==> config.mk <==
export PLATFORM = sky130hd
export DESIGN_NAME = mem_ctrl_flat
export DESIGN_NICKNAME = d
export VERILOG_FILES = /design/src/rtl/mem_ctrl_if.sv /design/src/rtl/mem_ctrl.sv /design/src/flat_wrapper.sv
export SDC_FILE = /design/constraint.sdc
export NUM_CORES = 1
export LEC_CHECK = 0
export BUFFER_PORTS_ARGS = -buffer_cell sky130_fd_sc_hd__buf_2
export CORE_MARGIN = 2
export CORE_UTILIZATION = 25
export DETAILED_ROUTE_END_ITERATION = 8
export PLACE_DENSITY_LB_ADDON = 0.15
export SYNTH_ARGS = -nofsm -noshare
export SYNTH_HDL_FRONTEND = slang
export SYNTH_SLANG_ARGS = --single-unit
==> constraint.sdc <==
create_clock -name clk -period 7.4 [get_ports clk]
set_input_delay 0.74 -clock clk [delete_from_list [all_inputs] [get_ports clk]]
set_output_delay 0.74 -clock clk [all_outputs]
set_load 0.02 [all_outputs]
==> src/rtl/mem_ctrl_if.sv <==
// rtl/mem_ctrl_if.sv - LSB, fetch and byte-wide RAM bus bundle for mem_ctrl
interface mem_ctrl_if;
    logic        lsb_in_config;
    logic        lsb_in_ls;
    logic [31:0] lsb_in_addr;
    logic [31:0] lsb_in_data;
    logic [2:0]  lsb_in_precise;
    logic [3:0]  lsb_in_rob;
    logic        lsb_out_config;
    logic [31:0] lsb_out_data;
    logic [3:0]  lsb_out_rob;
    logic        if_in_config;
    logic [31:0] if_in_addr;
    logic        if_out_config;
    logic [31:0] if_out_data;
    logic [7:0]  mem_din;
    logic [7:0]  mem_dout;
    logic [31:0] mem_a;
    logic        mem_wr;

    modport slave (
        input  lsb_in_config, lsb_in_ls, lsb_in_addr, lsb_in_data, lsb_in_precise, lsb_in_rob,
        input  if_in_config, if_in_addr, mem_din,
        output lsb_out_config, lsb_out_data, lsb_out_rob,
        output if_out_config, if_out_data, mem_dout, mem_a, mem_wr
    );

    modport master (
        output lsb_in_config, lsb_in_ls, lsb_in_addr, lsb_in_data, lsb_in_precise, lsb_in_rob,
        output if_in_config, if_in_addr, mem_din,
        input  lsb_out_config, lsb_out_data, lsb_out_rob,
        input  if_out_config, if_out_data, mem_dout, mem_a, mem_wr
    );
endinterface

==> src/rtl/mem_ctrl.sv <==
// rtl/mem_ctrl.sv - byte-serial load/store/fetch sequencer over an 8-bit RAM bus
module mem_ctrl (
    input  logic      clk,
    input  logic      rst,
    input  logic      rdy,
    input  logic      io_buffer_full,
    mem_ctrl_if.slave bus
);

    typedef enum logic [1:0] {IDLE, READ, WRITE, DONE} state_t;

    state_t      state;
    logic [1:0]  cnt;
    logic [31:0] addr_q;
    logic [31:0] data_q;
    logic [2:0]  precise_q;
    logic        src_lsb;
    logic [23:0] asm_q;
    logic [31:0] a_q;
    logic [7:0]  dout_q;
    logic        wr_q;
    logic        lsb_cfg_q;
    logic [31:0] lsb_data_q;
    logic [3:0]  rob_q;
    logic        if_cfg_q;
    logic [31:0] if_data_q;

    logic        io_blocked;
    logic        take_lsb;
    logic        req_live;
    logic [1:0]  last_cnt;
    logic        at_last;
    logic [31:0] next_a;
    logic [7:0]  store_byte;
    logic [31:0] load_word;

    // IO-space stores wait while the IO write buffer is full; fetch may go instead
    assign io_blocked = ~bus.lsb_in_ls & (bus.lsb_in_addr[17:16] == 2'b11) & io_buffer_full;
    assign take_lsb   = bus.lsb_in_config & ~io_blocked;
    assign req_live   = src_lsb ? bus.lsb_in_config : bus.if_in_config;
    assign at_last    = (cnt == last_cnt);
    assign next_a     = addr_q + {30'd0, cnt} + 32'd1;

    // Index of the final byte for the latched access size (1, 2 or 4 bytes)
    always_comb begin
        last_cnt = 2'd3;
        case (precise_q[1:0])
            2'b00:   last_cnt = 2'd0;
            2'b01:   last_cnt = 2'd1;
            default: last_cnt = 2'd3;
        endcase
    end

    // Next little-endian store byte, following the one currently on the bus
    always_comb begin
        store_byte = data_q[7:0];
        case (cnt)
            2'd0:    store_byte = data_q[15:8];
            2'd1:    store_byte = data_q[23:16];
            2'd2:    store_byte = data_q[31:24];
            default: store_byte = data_q[7:0];
        endcase
    end

    // Final load value: earlier bytes from the assembly register, last byte straight off mem_din
    always_comb begin
        load_word = {bus.mem_din, asm_q};
        case (precise_q)
            3'b000:  load_word = {{24{bus.mem_din[7]}}, bus.mem_din};
            3'b100:  load_word = {24'd0, bus.mem_din};
            3'b001:  load_word = {{16{bus.mem_din[7]}}, bus.mem_din, asm_q[7:0]};
            3'b101:  load_word = {16'd0, bus.mem_din, asm_q[7:0]};
            default: load_word = {bus.mem_din, asm_q};
        endcase
    end

    // Request sequencer; rdy low freezes every register including the response pulses
    always_ff @(posedge clk or negedge rst) begin
        if (!rst) begin
            state      <= IDLE;
            cnt        <= 2'd0;
            addr_q     <= 32'd0;
            data_q     <= 32'd0;
            precise_q  <= 3'd0;
            src_lsb    <= 1'b0;
            asm_q      <= 24'd0;
            a_q        <= 32'd0;
            dout_q     <= 8'd0;
            wr_q       <= 1'b0;
            lsb_cfg_q  <= 1'b0;
            lsb_data_q <= 32'd0;
            rob_q      <= 4'd0;
            if_cfg_q   <= 1'b0;
            if_data_q  <= 32'd0;
        end else if (rdy) begin
            lsb_cfg_q <= 1'b0;
            if_cfg_q  <= 1'b0;
            case (state)
                IDLE: begin
                    if (take_lsb) begin
                        src_lsb   <= 1'b1;
                        rob_q     <= bus.lsb_in_rob;
                        precise_q <= bus.lsb_in_precise;
                        addr_q    <= bus.lsb_in_addr;
                        data_q    <= bus.lsb_in_data;
                        a_q       <= bus.lsb_in_addr;
                        cnt       <= 2'd0;
                        if (bus.lsb_in_ls) begin
                            wr_q  <= 1'b0;
                            state <= READ;
                        end else begin
                            dout_q <= bus.lsb_in_data[7:0];
                            wr_q   <= 1'b1;
                            state  <= WRITE;
                        end
                    end else if (bus.if_in_config) begin
                        src_lsb   <= 1'b0;
                        precise_q <= 3'b010;
                        addr_q    <= bus.if_in_addr;
                        a_q       <= bus.if_in_addr;
                        wr_q      <= 1'b0;
                        cnt       <= 2'd0;
                        state     <= READ;
                    end
                end
                READ: begin
                    if (!req_live) begin
                        state <= IDLE;
                    end else begin
                        case (cnt)
                            2'd0:    asm_q[7:0]   <= bus.mem_din;
                            2'd1:    asm_q[15:8]  <= bus.mem_din;
                            2'd2:    asm_q[23:16] <= bus.mem_din;
                            default: ;
                        endcase
                        if (!at_last) begin
                            a_q <= next_a;
                            cnt <= cnt + 2'd1;
                        end else begin
                            if (src_lsb) begin
                                lsb_cfg_q  <= 1'b1;
                                lsb_data_q <= load_word;
                            end else begin
                                if_cfg_q  <= 1'b1;
                                if_data_q <= load_word;
                            end
                            state <= DONE;
                        end
                    end
                end
                WRITE: begin
                    if (!at_last) begin
                        a_q    <= next_a;
                        dout_q <= store_byte;
                        cnt    <= cnt + 2'd1;
                    end else begin
                        wr_q       <= 1'b0;
                        lsb_cfg_q  <= 1'b1;
                        lsb_data_q <= 32'd0;
                        state      <= DONE;
                    end
                end
                DONE: begin
                    state <= IDLE;
                end
                default: begin
                    state <= IDLE;
                end
            endcase
        end
    end

    assign bus.mem_a          = a_q;
    assign bus.mem_dout       = dout_q;
    assign bus.mem_wr         = wr_q & rdy;
    assign bus.lsb_out_config = lsb_cfg_q;
    assign bus.lsb_out_data   = lsb_data_q;
    assign bus.lsb_out_rob    = rob_q;
    assign bus.if_out_config  = if_cfg_q;
    assign bus.if_out_data    = if_data_q;

endmodule

==> src/flat_wrapper.sv <==
// flat-port wrapper written by rule: the top's interface ports become plain ports
module mem_ctrl_flat 
  (clk, rst, rdy, io_buffer_full, bus_lsb_in_config, bus_lsb_in_ls, bus_lsb_in_addr, bus_lsb_in_data, bus_lsb_in_precise, bus_lsb_in_rob, bus_if_in_config, bus_if_in_addr, bus_mem_din, bus_lsb_out_config, bus_lsb_out_data, bus_lsb_out_rob, bus_if_out_config, bus_if_out_data, bus_mem_dout, bus_mem_a, bus_mem_wr);
  mem_ctrl_if bus_i ();
  input  logic clk;
  input  logic rst;
  input  logic rdy;
  input  logic io_buffer_full;
  input wire logic [$bits(bus_i.lsb_in_config)-1:0] bus_lsb_in_config;
  input wire logic [$bits(bus_i.lsb_in_ls)-1:0] bus_lsb_in_ls;
  input wire logic [$bits(bus_i.lsb_in_addr)-1:0] bus_lsb_in_addr;
  input wire logic [$bits(bus_i.lsb_in_data)-1:0] bus_lsb_in_data;
  input wire logic [$bits(bus_i.lsb_in_precise)-1:0] bus_lsb_in_precise;
  input wire logic [$bits(bus_i.lsb_in_rob)-1:0] bus_lsb_in_rob;
  input wire logic [$bits(bus_i.if_in_config)-1:0] bus_if_in_config;
  input wire logic [$bits(bus_i.if_in_addr)-1:0] bus_if_in_addr;
  input wire logic [$bits(bus_i.mem_din)-1:0] bus_mem_din;
  output wire logic [$bits(bus_i.lsb_out_config)-1:0] bus_lsb_out_config;
  output wire logic [$bits(bus_i.lsb_out_data)-1:0] bus_lsb_out_data;
  output wire logic [$bits(bus_i.lsb_out_rob)-1:0] bus_lsb_out_rob;
  output wire logic [$bits(bus_i.if_out_config)-1:0] bus_if_out_config;
  output wire logic [$bits(bus_i.if_out_data)-1:0] bus_if_out_data;
  output wire logic [$bits(bus_i.mem_dout)-1:0] bus_mem_dout;
  output wire logic [$bits(bus_i.mem_a)-1:0] bus_mem_a;
  output wire logic [$bits(bus_i.mem_wr)-1:0] bus_mem_wr;
  assign bus_i.lsb_in_config = bus_lsb_in_config;
  assign bus_i.lsb_in_ls = bus_lsb_in_ls;
  assign bus_i.lsb_in_addr = bus_lsb_in_addr;
  assign bus_i.lsb_in_data = bus_lsb_in_data;
  assign bus_i.lsb_in_precise = bus_lsb_in_precise;
  assign bus_i.lsb_in_rob = bus_lsb_in_rob;
  assign bus_i.if_in_config = bus_if_in_config;
  assign bus_i.if_in_addr = bus_if_in_addr;
  assign bus_i.mem_din = bus_mem_din;
  assign bus_lsb_out_config = bus_i.lsb_out_config;
  assign bus_lsb_out_data = bus_i.lsb_out_data;
  assign bus_lsb_out_rob = bus_i.lsb_out_rob;
  assign bus_if_out_config = bus_i.if_out_config;
  assign bus_if_out_data = bus_i.if_out_data;
  assign bus_mem_dout = bus_i.mem_dout;
  assign bus_mem_a = bus_i.mem_a;
  assign bus_mem_wr = bus_i.mem_wr;
  mem_ctrl u_core (.clk(clk), .rst(rst), .rdy(rdy), .io_buffer_full(io_buffer_full), .bus(bus_i));
endmodule
# --- After elaboration in Yosys (flattened, before gate mapping) ---
# Index checks and enable logic that the tools add are counted.
totals:
  out_inout_bits: 111
  input_bits: 118
  reg_bits: 207
  elab_cells: 111
op_classes:
  reduce_logical: 19
  mux: 46
  bitwise_logic: 7
  add_sub_neg: 3
  eq_ne: 19
ops:
  columns: ["operator", "n"]
  rows:
  - ["$mux W32", 8]
  - ["$pmux W32 S4", 1]
  - ["$pmux W32 S3", 1]
  - ["$pmux W32 S2", 1]
  - ["$add A32 B1 Y32 const B", 1]
  - ["$add A32 B2 Y32", 1]
  - ["$mux W8", 3]
  - ["$pmux W8 S3", 1]
  - ["$reduce_and A4 Y1", 5]
  - ["$mux W2", 9]
  - ["$pmux W8 S2", 1]
  - ["$mux W1", 14]
  - ["$ne A2 B1 Y1 const B", 5]
  - ["$reduce_and A5 Y1", 2]
  - ["$eq A2 B2 Y1 const B", 4]
  - ["$pmux W2 S4", 1]
  - ["$eq A2 B1 Y1 const B", 3]
  - ["$eq A3 B3 Y1 const B", 2]
  - ["$logic_not A2 Y1", 3]
  - ["$mux W3", 2]
  - ["$pmux W2 S3", 1]
  - ["$reduce_and A3 Y1", 2]
  - ["$reduce_and A6 Y1", 1]
  - ["$reduce_bool A2 Y1", 3]
  - ["other kinds (12)", 19]

# --- Depth between registers and ports, before layout ---
# Gate-level depths: netlist (run 1).
depth:
  word_depth: 7
  ltp_mapped: 10
  mapped_depth_nobuf: 8

# --- Worst setup path before layout (run 1) ---
# OpenSTA, ideal clock, no wires.
synth_path:
  path_type: "flip-flop to flip-flop"
  start: "register u_core.cnt[0]"
  end: "register u_core.a_q[28], in the netlist u_core.bus.mem_a[28]"
  path_stages_with_launch: 9
  setup_slack_ns: 5.062
  arrival_time_ns: 2.212
  setup_ns: 0.126
  path_buffers: 0
  synth_period_minus_slack_ns: 2.338
  required_ns: 7.274
  path_cell_list: "dfrtp_1 inv_1 ha_1 fa_1 nand4b_1 nor2_1 nand3_1 xnor2_1 a221o_1"
synth_via:
  elab_chain_len: 5
  elab_cells_between_ends: 6
  classes_between: "2 x add/sub; 1 x eq/ne; 3 x mux"
synth_rtl:
  columns: ["element", "line", "source"]
  rows:
  - ["from (decl)", "mem_ctrl.sv:13", "logic [1:0] cnt;"]
  - ["from (signal assigned)", "mem_ctrl.sv:138", "cnt <= cnt + 2'd1;"]
  - ["from (signal assigned)", "mem_ctrl.sv:155", "cnt <= cnt + 2'd1;"]
  - ["$add A32 B2 Y32", "mem_ctrl.sv:42", "assign next_a = addr_q + {30'd0, cnt} + 32'd1;"]
  - ["$add A32 B1 Y32", "mem_ctrl.sv:42", null]
  - ["$mux W32 (*)", "mem_ctrl.sv:136, mem_ctrl.sv:152", null]
  - ["$mux W32", "mem_ctrl.sv:127", "if (!req_live) begin"]
  - ["$pmux W32 S3 (*)", "mem_ctrl.sv:98", "case (state)"]
  - ["to (signal assigned)", "mem_ctrl.sv:106", "a_q <= bus.lsb_in_addr;"]
  - ["to (signal assigned)", "mem_ctrl.sv:137", "a_q <= next_a;"]
  - ["to (signal assigned)", "mem_ctrl.sv:153", "a_q <= next_a;"]
  - ["to (decl)", "mem_ctrl.sv:19", "logic [31:0] a_q;"]
# Mark *: on every way between the ends. The rest lies on a longest branch, timed or not. The select of a mux whose other input is x is not followed.
# A chain may end at the register's enable or synchronous reset.

# --- Worst setup path in the final report (run 1) ---
layout_path:
  start: "register u_core.state[1]"
  end: "register u_core.a_q[26], in the netlist u_core.bus.mem_a[26]"
layout_via:
  elab_chain_len: 3
  elab_cells_between_ends: 8
  classes_between: "4 x eq/ne; 1 x mux; 3 x reduce/logical"
layout_rtl:
  columns: ["element", "line", "source"]
  rows:
  - ["from (decl)", "mem_ctrl.sv:12", "state_t state;"]
  - ["from (signal assigned)", "mem_ctrl.sv:80", "state <= IDLE;"]
  - ["from (signal assigned)", "mem_ctrl.sv:110", "state <= READ;"]
  - ["from (signal assigned)", "mem_ctrl.sv:114", "state <= WRITE;"]
  - ["$eq A2 B1 Y1 (tied with other cells)", "mem_ctrl.sv:98", null]
  - ["$ne A2 B1 Y1 (no source line) (tied with other cells)", null, null]
  - ["$reduce_and A4 Y1 (no source line)", null, null]
  - ["to (signal assigned)", "mem_ctrl.sv:106", null]
  - ["to (signal assigned)", "mem_ctrl.sv:120", "a_q <= bus.if_in_addr;"]
  - ["to (signal assigned)", "mem_ctrl.sv:137", null]
# Parallel ways exist; a longest one is shown, timed or not.

==> impl_metrics.py, run 1 <==
metrics = {
    "outcome": {
        "status": "finished clean",
    },
    "clock_network": {
        "cts.root.buffer_cell": "clkbuf_16",
        "ctsHoldBuffers": 0,
        "tritoncts": "yes",
        "clkTransAtPathRegs_ns": 0.06,
        "cts_setup_buffers": 0,
        "htreeDepth": 1,
        "numClockSinks": 207,
        "numCtsBuffers": 25,
        "cts_max_path_buffers": 3,
        "clk_latency_ns": 0.52,
        "cts_resized": 0,
    },
    "critical_path": {
        "path_max_fanout": 64,
        "worstSetupPathType": "reg2reg",
        "cp-end-kind": "flip-flop",
        "crit_slowest_cell": "a211o_2",
        "max_stage_delay_ns": 0.86,
        "startpoint_type": "flip-flop",
        "cp_data_arrival_time_ns": 3.53,
        "cp.required_ns": 7.80,
        "cp_cell_sequence": "inv_1, ha_1, nand2b_1, a22oi_2, a211o_2, nor2_1, a221o_1",
        "r2r_slack_ns": 4.28,
    },
    "global_routing": {
        "antenna_found_initial": 2,
        "grt_max_degree": 78,
        "grt_pass1_vias": 7878,
        "grt_overflow": 0,
        "grt_pass1_wl_um": 47200,
        "grt_usage_pct": 14.5,
    },
    "run": {
        "maxCapViolations": 0,
    },
    "power_and_ir_drop": {
        "leakage_nw": 5.82,
        "p_switching_mw": 2.20,
        "p_sw_share_pct": 41.6,
        "combPwrFrac_pct": 40.9,
        "clockPowerShare_pct": 21.8,
        "cellPowerDensity_mw_per_mm2": 434,
        "vdd_ir_drop_max_mv": 0.185,
        "internal-power_mw": 3.10,
        "seq_power_share_pct": 37.3,
    },
    "synthesis": {
        "synth.avg_cell_area_um2": 9.81,
        "synth_edf_count": 0,
        "synthTopCellsByArea": "dfrtp_1 (53%), nand2_1 (9.3%), mux2_2 (5.5%)",
        "syn_inst": 1003,
        "yosys-top-cells-count": "nand2_1 (244), dfrtp_1 (207), o21ai_0 (96)",
        "yosysTopAreaCell": "dfrtp_1",
        "syn_nets": 1133,
        "ys.warnings.count": 0,
        "synth_cell_types": 57,
        "synth_flop_cell": "dfrtp_1",
        "postSynth.asyncResetShare_pct": 100,
        "syn-cell-area_mm2": 0.00984,
        "yosysTopAreaCellShare_pct": 52.6,
        "ys_seq_area_share_pct": 52.6,
        "yosysMostFrequentCell": "nand2_1",
        "yosys_register_bits": 207,
    },
    "floorplan": {
        "die_area_mm2": 0.0410,
        "core_region_area_mm2": 0.0387,
        "die_x_um": 202,
        "die_height_um": 202,
        "start_util_pct": 25.4,
        "num_io_pins": 229,
        "rows": 72,
    },
    "placed_design": {
        "place_inst": 1696,
        "gp_congestion": 0.765,
        "io_buffers": 228,
        "dpl.hpwl_um": 20600,
    },
    "drt": {
        "ant_nets": 0,
        "dr.pass1.iters": 5,
        "drc": 0,
        "vias": 7936,
        "via_per_inst": 4.57,
        "wl_per_cell_um": 17.1,
        "routed_wl_um": 29700,
        "drt_iter0_drc": 415,
    },
    "timing": {
        "post-route-min-period_ns": 3.12,
        "worst_slew_pin_slew_ns": 1.31,
        "clock_skew_ns": 0.00862,
        "setup_violations": 0,
        "hold_violations": 0,
        "fmax_ghz": 0.320,
        "maxSlewHeadroom_pct": 12.5,
        "fin_setup_tns_ns": 0,
        "post-route-period-util_pct": 42.2,
        "slew_violations": 0,
        "rsz0062_at_grt": "no",
    },
    "final_layout": {
        "diodes": 0,
        "drive_above_1_share_pct": 27.5,
        "final_cells": 1736,
        "fillCellCount": 4123,
        "nets": 1335,
        "synthToLayoutAreaGrowth_pct": 24.2,
    },
    "worst_hold_path": {
        "hold_class": "in2async",
    },
}
[per-layer routing]
metal / up-vias / GRT usage, % / wire (um)
li1: 3930 / - / -
met1: 3771 / 21.6 / 14800
met2: 200 / 22.2 / 13000
met3: 31 / 2.53 / 1590
met4: 4 / 2.76 / 372
met5: - / 0 / 27
[per-stage QoR]
stage	setup WS [ns]	hold slack [ns]	total power, mW	util [%]	area, um^2
2_1_floorplan	5.06	0.444	3.44	-	9840
3_3_place_gp	4.15	0.455	4.18	29.6	11500
3_5_place_dp	4.07	0.462	4.20	29.6	11500
4_1_cts	4.26	0.205	5.40	31.6	12200
5_1_grt	3.98	0.216	5.75	31.6	12200
6_report	4.28	0.187	5.30	31.6	12200
[flip-flops by register name, indices dropped and copies added, names as in the netlist, 4 cells and up]
| register | count |
|---|---|
| u_core.data_q | 32 |
| u_core.bus.mem_a | 32 |
| u_core.bus.lsb_out_rob | 4 |
| u_core.addr_q | 32 |
| u_core.bus.mem_dout | 8 |
| u_core.bus.if_out_data | 32 |
| u_core.bus.lsb_out_data | 32 |
| u_core.asm_q | 24 |
[path summary, 6_finish.rpt]
path	from	end	cells after the start
setup / recovery	u_core.state[1]	u_core.bus.mem_a[26]	7
min in group clk	bus_lsb_in_rob[1]	u_core.bus.lsb_out_rob[1]	3
max in group asynchronous	rst	u_core.asm_q[2]	2
hold reg to reg	u_core.bus.lsb_out_data[5]	u_core.bus.lsb_out_data[5]	2
setup reg to reg	u_core.state[1]	u_core.bus.mem_a[26]	7
hold / removal	rst	u_core.bus.if_out_data[23]	1
[power groups by stage]
| stage | sequential (mW) | clock [mW] | combinational (mW) |
|---|---|---|---|
| after floorplan | 2.19 | 0 | 1.24 |
| after global placement | 1.99 | 0 | 2.19 |
| after detailed placement | 2.00 | 0 | 2.20 |
| after CTS | 1.98 | 1.20 | 2.21 |
| after global routing | 2.05 | 1.26 | 2.44 |
| final | 1.98 | 1.16 | 2.17 |
[cells by family after synthesis]
family | after synthesis | share of synthesized area, %
adder cells (fa/ha/maj) | 12 | 1.60
multiplexers | 88 | 9.56
buffers and inverters | 81 | 3.52
AND/OR/NAND/NOR | 356 | 15.6
AO/OA/AOI/OAI | 238 | 15.2
flip-flops | 207 | 52.6
XOR/XNOR | 21 | 1.87
[cells in the final DEF, fill, tap and decap left out, types with 3 or more instances in the layout]
cell type,n
nand4_1,11
buf_2,227
o21ai_0,96
dfrtp_1,207
mux2_2,48
and4_1,6
o31ai_1,34
xnor2_1,11
clkbuf_8,7
or3_1,4
clkbuf_16,25
buf_4,9
nand4b_1,3
nor2_1,34
a222oi_1,8
nor4_1,5
inv_1,19
a221o_1,6
nor2b_1,3
clkbuf_1,6
nand3_1,13
a21oi_1,53
a31oi_1,7
nor3_1,15
o211ai_1,5
mux2i_1,40
nand2b_1,3
a22o_1,9
ha_1,10
and2_1,5
xor2_1,10
nand2_1,243
[cell type report]
cell class / instances / area [um^2] / share of cell area (%)
Inverter: 19 / 71.3 / 0.584
Multi-Input combinational cell: 715 / 4350 / 35.6
Sequential cell: 207 / 5180 / 42.4
Tap cell: 518 / 648 / 5.30
Clock inverter: 2 / 13.8 / 0.113
Timing Repair Buffer: 237 / 1220 / 9.97
Clock buffer: 38 / 744 / 6.09
[worst max-delay path: cells and delay by family, from the launching register on]
family                   cells  cell delay [ns]
buffers and inverters        1             0.13
adder cells (fa/ha/maj)      1             0.36
flip-flops                   1             0.42
AO/OA/AOI/OAI                3             1.62
AND/OR/NAND/NOR              2             0.45
Note: power is estimated with default switching activity, not from simulation.
==> run 2: changes to the inputs <==
ABC_AREA = 1   (was default)
clock period = 2.85 ns   (was 7.4 ns; I/O delays follow)
==> run 2 against run 1 <==
Worst setup slack lost 3.9 ns. Wire length grew 22%. Register-to-register slack lost 3.9 ns. Largest cell class unchanged. Non-clock buffer count grew 55. Via count grew 25%. Cell area grew 10%. Count of clock-buffer cells in the layout grew 2. Critical path depth grew 6.
==> impl_metrics.py, run 2 <==
metrics = {
    "timing": {
        "setup_violations": 0,
        "clock_skew_ns": 0.0164,
        "maxSlewHeadroom_pct": 51.2,
        "slew_violations": 0,
        "worst_slew_pin_slew_ns": 0.732,
        "fin_ws_ns": 0.421,
        "post-route-period-util_pct": 85.2,
        "post-route-min-period_ns": 2.43,
        "hold_violations": 0,
        "fin_setup_tns_ns": 0,
        "rsz0062_at_grt": "no",
        "fmax_ghz": 0.412,
    },
    "clock_network": {
        "tritoncts": "yes",
        "numCtsBuffers": 26,
        "htreeDepth": 1,
        "cts_setup_buffers": 0,
        "cts.root.buffer_cell": "clkbuf_16",
        "clk_latency_ns": 0.55,
        "clkTransAtPathRegs_ns": 0.06,
        "cts_resized": 0,
        "cts_max_path_buffers": 3,
        "numClockSinks": 207,
    },
    "drt": {
        "drt_iter0_drc": 629,
        "vias": 9919,
        "ant_nets": 0,
        "dr.pass1.iters": 5,
        "wl_per_cell_um": 16.1,
        "via_per_inst": 4.41,
        "routed_wl_um": 36300,
        "drc": 0,
    },
    "floorplan": {
        "core_region_area_mm2": 0.0419,
        "rows": 75,
        "die_x_um": 209,
        "start_util_pct": 25.2,
        "die_height_um": 209,
        "die_area_mm2": 0.0439,
        "num_io_pins": 229,
    },
    "critical_path": {
        "cp_data_arrival_time_ns": 2.86,
        "cp.required_ns": 3.28,
        "startpoint_type": "flip-flop",
        "critPathBufInv": 2,
        "cp_top_family": "simple AND/OR/NAND/NOR gates",
        "path_max_fanout": 7,
        "crit_slowest_cell": "fa_1",
        "max_stage_delay_ns": 0.36,
        "cp_cell_sequence": "inv_1, ha_1, fa_1, inv_1, nand2_1, nor2_1, nand2_1, nor2_1, nand2_1, nand2_1, nand3_1, nand2_1, nand2_1",
        "cp-end-kind": "flip-flop",
        "cp_common_cell": "nand2_1",
        "worstSetupPathType": "reg2reg",
    },
    "power_and_ir_drop": {
        "leakage_nw": 7.19,
        "vdd_ir_drop_max_mv": 0.372,
        "cellPowerDensity_mw_per_mm2": 1090,
    },
    "global_routing": {
        "use_met3_pct": 2.51,
        "grt_max_degree": 81,
        "grt_overflow": 0,
        "grt_pass1_vias": 9541,
        "grtUsageMet1_pct": 23.8,
        "met2_usage_pct": 25.9,
        "grt_pass1_wl_um": 57000,
        "grt.busiest_layer": "met2",
        "grt_usage_pct": 16.6,
        "antenna_found_initial": 2,
    },
    "placed_design": {
        "gp_congestion": 0.809,
        "dpl.hpwl_um": 26100,
        "pre_cts_slack_ns": 0.423,
        "io_buffers": 228,
        "place_inst": 2162,
    },
    "worst_hold_path": {
        "hold_class": "in2reg",
    },
    "final_layout": {
        "fillCellCount": 4583,
        "diodes": 0,
        "drive_above_1_share_pct": 18.3,
        "final_cells": 2249,
        "final_common_cell": "nand2_1",
        "synthToLayoutAreaGrowth_pct": 27.8,
        "nets": 1820,
        "layout_common_cells": "nand2_1 (654), buf_2 (227), dfrtp_1 (207)",
    },
    "synthesis": {
        "synth_edf_count": 0,
        "synth_flop_cell": "dfrtp_1",
        "yosys-top-cells-count": "nand2_1 (654), dfrtp_1 (207), nand3_1 (139)",
        "postSynth.asyncResetShare_pct": 100,
        "yosysTopAreaCellShare_pct": 49.1,
        "yosys_register_bits": 207,
        "yosysTopAreaCell": "dfrtp_1",
        "synth.avg_cell_area_um2": 7.34,
        "syn_inst": 1438,
        "syn-cell-area_mm2": 0.0106,
        "syn_nets": 1568,
        "synthTopCellsByArea": "dfrtp_1 (49%), nand2_1 (23%), nand3_1 (6.6%)",
        "yosysMostFrequentCell": "nand2_1",
        "synth_cell_types": 34,
        "ys_seq_area_share_pct": 49.1,
        "ys.warnings.count": 0,
    },
    "outcome": {
        "status": "finished clean",
    },
    "run": {
        "maxCapViolations": 0,
    },
}
[run 2: worst paths after layout]
| kind | cells after the start | slack (ns) | startpoint | endpoint |
|---|---|---|---|---|
| setup / recovery | 13 | 0.42 | u_core.cnt[0] | u_core.bus.mem_a[18] |
| hold / removal | 3 | 0.04 | bus_if_in_addr[16] | u_core.addr_q[16] |
| setup reg to reg | 13 | 0.42 | u_core.cnt[0] | u_core.bus.mem_a[18] |
| hold reg to reg | 2 | 0.47 | u_core.bus.if_out_data[13] | u_core.bus.if_out_data[13] |
| max in group asynchronous | 3 | 1.64 | rst | u_core.addr_q[2] |
| min in group asynchronous | 2 | 0.33 | rst | u_core.bus.lsb_out_data[26] |
[run 2: timing repair]
action,4_1_cts,5_1_grt
endpoints found under the setup margin,0,0
hold buffers,39,0
endpoints found under the hold margin,113,0
[run 2: kinds of logic after synthesis]
| family | after synthesis | synth area share [%] |
|---|---|---|
| buffers and inverters | 146 | 6.41 |
| and+or+nand+nor | 925 | 35.5 |
| xor gates and xnor gates | 1 | 0.154 |
| DFF | 207 | 49.1 |
| AOI/OAI and AO/OA | 147 | 7.37 |
| adders and majority gates | 12 | 1.49 |
[run 2: cell type report]
class | instances | area (um^2) | share of cell area (%)
timing repair buffer | 292 | 1780 | 13.2
multi-input combinational | 1085 | 4700 | 34.8
inverter | 78 | 300 | 2.23
tap | 539 | 674 | 5.00
clock buffer | 40 | 764 | 5.67
sequential | 207 | 5180 | 38.4
clock inverter | 8 | 93.8 | 0.696
[run 2: tightest hold or removal path: cells and delay by family]
family,cells,cell delay (ns)
AO/OA/AOI/OAI,1,0.08
buffers and inverters,1,0.10
AND/OR/NAND/NOR,1,0.07
[run 2: report_power, final]
| part | internal, mW | leakage [nW] | switching [mW] | total, mW |
|---|---|---|---|---|
| Clock | 2.02 | 0.424 | 1.30 | 3.32 |
| Sequential | 4.22 | 2.64 | 0.903 | 5.12 |
| Combinational | 1.99 | 4.13 | 4.24 | 6.23 |
| Total | 8.23 | 7.19 | 6.44 | 14.7 |
[run 2: per-layer routing]
metal,routed length (um),part of all wire (%)
met1,17700,49
met5,23,0.063
met3,1750,4.8
met2,16000,44
met4,785,2.2
[run 2: through the flow]
stage | utilization [%] | hold slack, ns | instance area (um^2) | power (mW)
4_1_cts | 32.2 | 0.00371 | 13500 | 15.0
3_5_place_dp | 29.2 | 0.347 | 12200 | 11.5
3_3_place_gp | 29.2 | 0.354 | 12200 | 11.4
5_1_grt | 32.2 | 0.0299 | 13500 | 15.9
2_1_floorplan | - | -0.0106 | 10600 | 9.18
6_report | 32.2 | 0.0353 | 13500 | 14.7
==> run 3: changes to the inputs <==
CORE_ASPECT_RATIO = 0.9   (was default)
CTS_CLUSTER_DIAMETER = 50   (was default)
GPL_TIMING_DRIVEN = 0   (was default)
==> run 3 against run 2 <==
Hold slack got worse by 0.018 ns. Critical path type unchanged. Final cell count increased by 2.8%. First-iteration DRC count increased by 16%. Die area about the same.
==> impl_metrics.py, run 3 (synthesis results as in run 2) <==
metrics = {
    "outcome": {
        "status": "finished clean",
    },
    "drt": {
        "via_per_inst": 4.50,
        "dr_wl_met2_um": 16700,
        "routed.top_layer": "met5",
        "drc": 0,
        "wl_per_cell_um": 17.1,
        "vias": 10400,
        "ant_nets": 0,
        "drt_iter0_drc": 730,
        "routed_wl_um": 39600,
        "dr.pass1.iters": 5,
        "wl_met3_um": 2460,
        "met1Wirelength_um": 19500,
    },
    "timing": {
        "clock_skew_ns": 0.0274,
        "fin_setup_tns_ns": 0,
        "worst_slew_pin_slew_ns": 0.878,
        "whs_ns": 0.0175,
        "post-route-min-period_ns": 2.62,
        "maxSlewHeadroom_pct": 41.5,
        "hold_violations": 0,
        "setup_violations": 0,
        "fmax_ghz": 0.381,
        "rsz0062_at_grt": "no",
        "post-route-period-util_pct": 92.1,
        "slew_violations": 0,
    },
    "floorplan": {
        "rows": 71,
        "die_area_mm2": 0.0439,
        "die_height_um": 199,
        "core_region_area_mm2": 0.0418,
        "num_io_pins": 229,
        "die_x_um": 221,
        "start_util_pct": 25.3,
    },
    "final_layout": {
        "layout_common_cells": "nand2_1 (653), buf_2 (247), dfrtp_1 (206)",
        "drive_above_1_share_pct": 20.3,
        "synthToLayoutAreaGrowth_pct": 32.7,
        "nets": 1865,
        "final_common_cell": "nand2_1",
        "fillCellCount": 4582,
    },
    "clock_network": {
        "cts_max_path_buffers": 3,
        "tritoncts": "yes",
        "numClockSinks": 207,
        "clk_latency_ns": 0.54,
        "numCtsBuffers": 38,
        "clkTransAtPathRegs_ns": 0.06,
        "cts_setup_buffers": 0,
        "htreeDepth": 2,
        "cts.root.buffer_cell": "clkbuf_16",
    },
    "placed_design": {
        "io_buffers": 226,
        "dpl.hpwl_um": 29200,
        "gp_congestion": 0.890,
    },
    "critical_path": {
        "r2r_slack_ns": 0.23,
        "crit_slowest_cell": "clkbuf_1",
        "cp-end-kind": "flip-flop",
        "r2r-start": "u_core.state[0]",
        "startpoint_type": "flip-flop",
        "worstSetupPathType": "reg2reg",
        "cp.required_ns": 3.26,
        "reg2reg_depth": 8,
        "path_max_fanout": 10,
        "cp_data_arrival_time_ns": 3.04,
        "cp_cell_sequence": "inv_1, ha_1, clkbuf_1, clkbuf_1, clkbuf_1, nand3_1, nand2_1, nand2_1",
        "cp_common_cell": "clkbuf_1",
        "max_stage_delay_ns": 0.56,
        "r2r_end": "u_core.bus.mem_a[22]",
    },
    "run": {
        "maxCapViolations": 0,
    },
    "worst_hold_path": {
        "min_path_cells": 3,
        "hold_class": "in2reg",
        "hp-start": "bus_lsb_in_data[8]",
        "whs_endpoint": "u_core.data_q[8]",
    },
    "global_routing": {
        "antenna_found_initial": 2,
        "grt_pass1_vias": 10200,
        "grt_overflow": 0,
        "grt_usage_pct": 18.1,
        "grt_max_degree": 113,
        "grt_pass1_wl_um": 60400,
    },
    "power_and_ir_drop": {
        "vdd_ir_drop_max_mv": 0.419,
        "leakage_nw": 7.41,
        "cellPowerDensity_mw_per_mm2": 1160,
    },
}
[run 3: worst max path at each step]
stage / startpoint / endpoint / slack, ns
2_1_floorplan: u_core.cnt[0] / u_core.bus.mem_a[18] / 0.67
5_1_grt: u_core.state[0] / u_core.bus.mem_a[1] / 0.02
4_1_cts: u_core.cnt[0] / u_core.bus.mem_a[10] / 0.03
6_report: u_core.state[0] / u_core.bus.mem_a[22] / 0.23
3_3_place_gp: rst / u_core.data_q[13] / -2.63
3_5_place_dp: u_core.cnt[0] / u_core.bus.mem_a[10] / -0.24
[run 3: layer usage]
layer	vias to the layer above	GRT usage (%)
met1	4883	26.2
met3	58	3.73
met2	291	26.8
met4	2	5.51
met5	-	0
li1	5165	-
[run 3: through the flow]
step / power, mW / cell area (um^2) / setup slack (ns) / cells / utilization [%]
2_1_floorplan: 9.18 / 10600 / 0.669 / 1438 / -
3_3_place_gp: 11.6 / 12400 / -2.63 / 2211 / 29.6
6_report: 16.2 / 14000 / 0.225 / 2313 / 33.6
3_5_place_dp: 11.7 / 12400 / -0.239 / 2212 / 29.7
4_1_cts: 16.4 / 14000 / 0.0272 / 2311 / 33.5
5_1_grt: 17.5 / 14000 / 0.0242 / 2313 / 33.6
[run 3: timing repair]
action                                 4_1_cts  5_1_grt
resized for setup                            2        5
hold buffers                                29        1
setup endpoints to repair                    9        9
endpoints found under the hold margin      123        1
[run 3: power breakdown]
group,internal [mW],switching (mW),total (mW)
Combinational,2.02,4.52,6.54
Clock,2.83,1.76,4.59
Sequential,4.22,0.868,5.09
Total,9.08,7.14,16.2
[run 3: layout make-up]
class | count | area, um^2 | area share [%]
Tap cell | 547 | 684 | 4.89
Inverter | 78 | 300 | 2.14
Multi-Input combinational cell | 1085 | 4710 | 33.7
Sequential cell | 207 | 5180 | 37.0
Antenna cell | 1 | 2.50 | 0.0179
Timing Repair Buffer | 257 | 1470 | 10.5
Buffer | 68 | 377 | 2.69
Clock buffer | 43 | 990 | 7.07
Clock inverter | 27 | 290 | 2.07
[run 3: critical path: cells and delay by family, from the launching register on]
family / cells / cell delay, ns
flip-flops: 1 / 0.40
adder cells (fa/ha/maj): 1 / 0.29
buffers and inverters: 4 / 1.43
AND/OR/NAND/NOR: 3 / 0.37
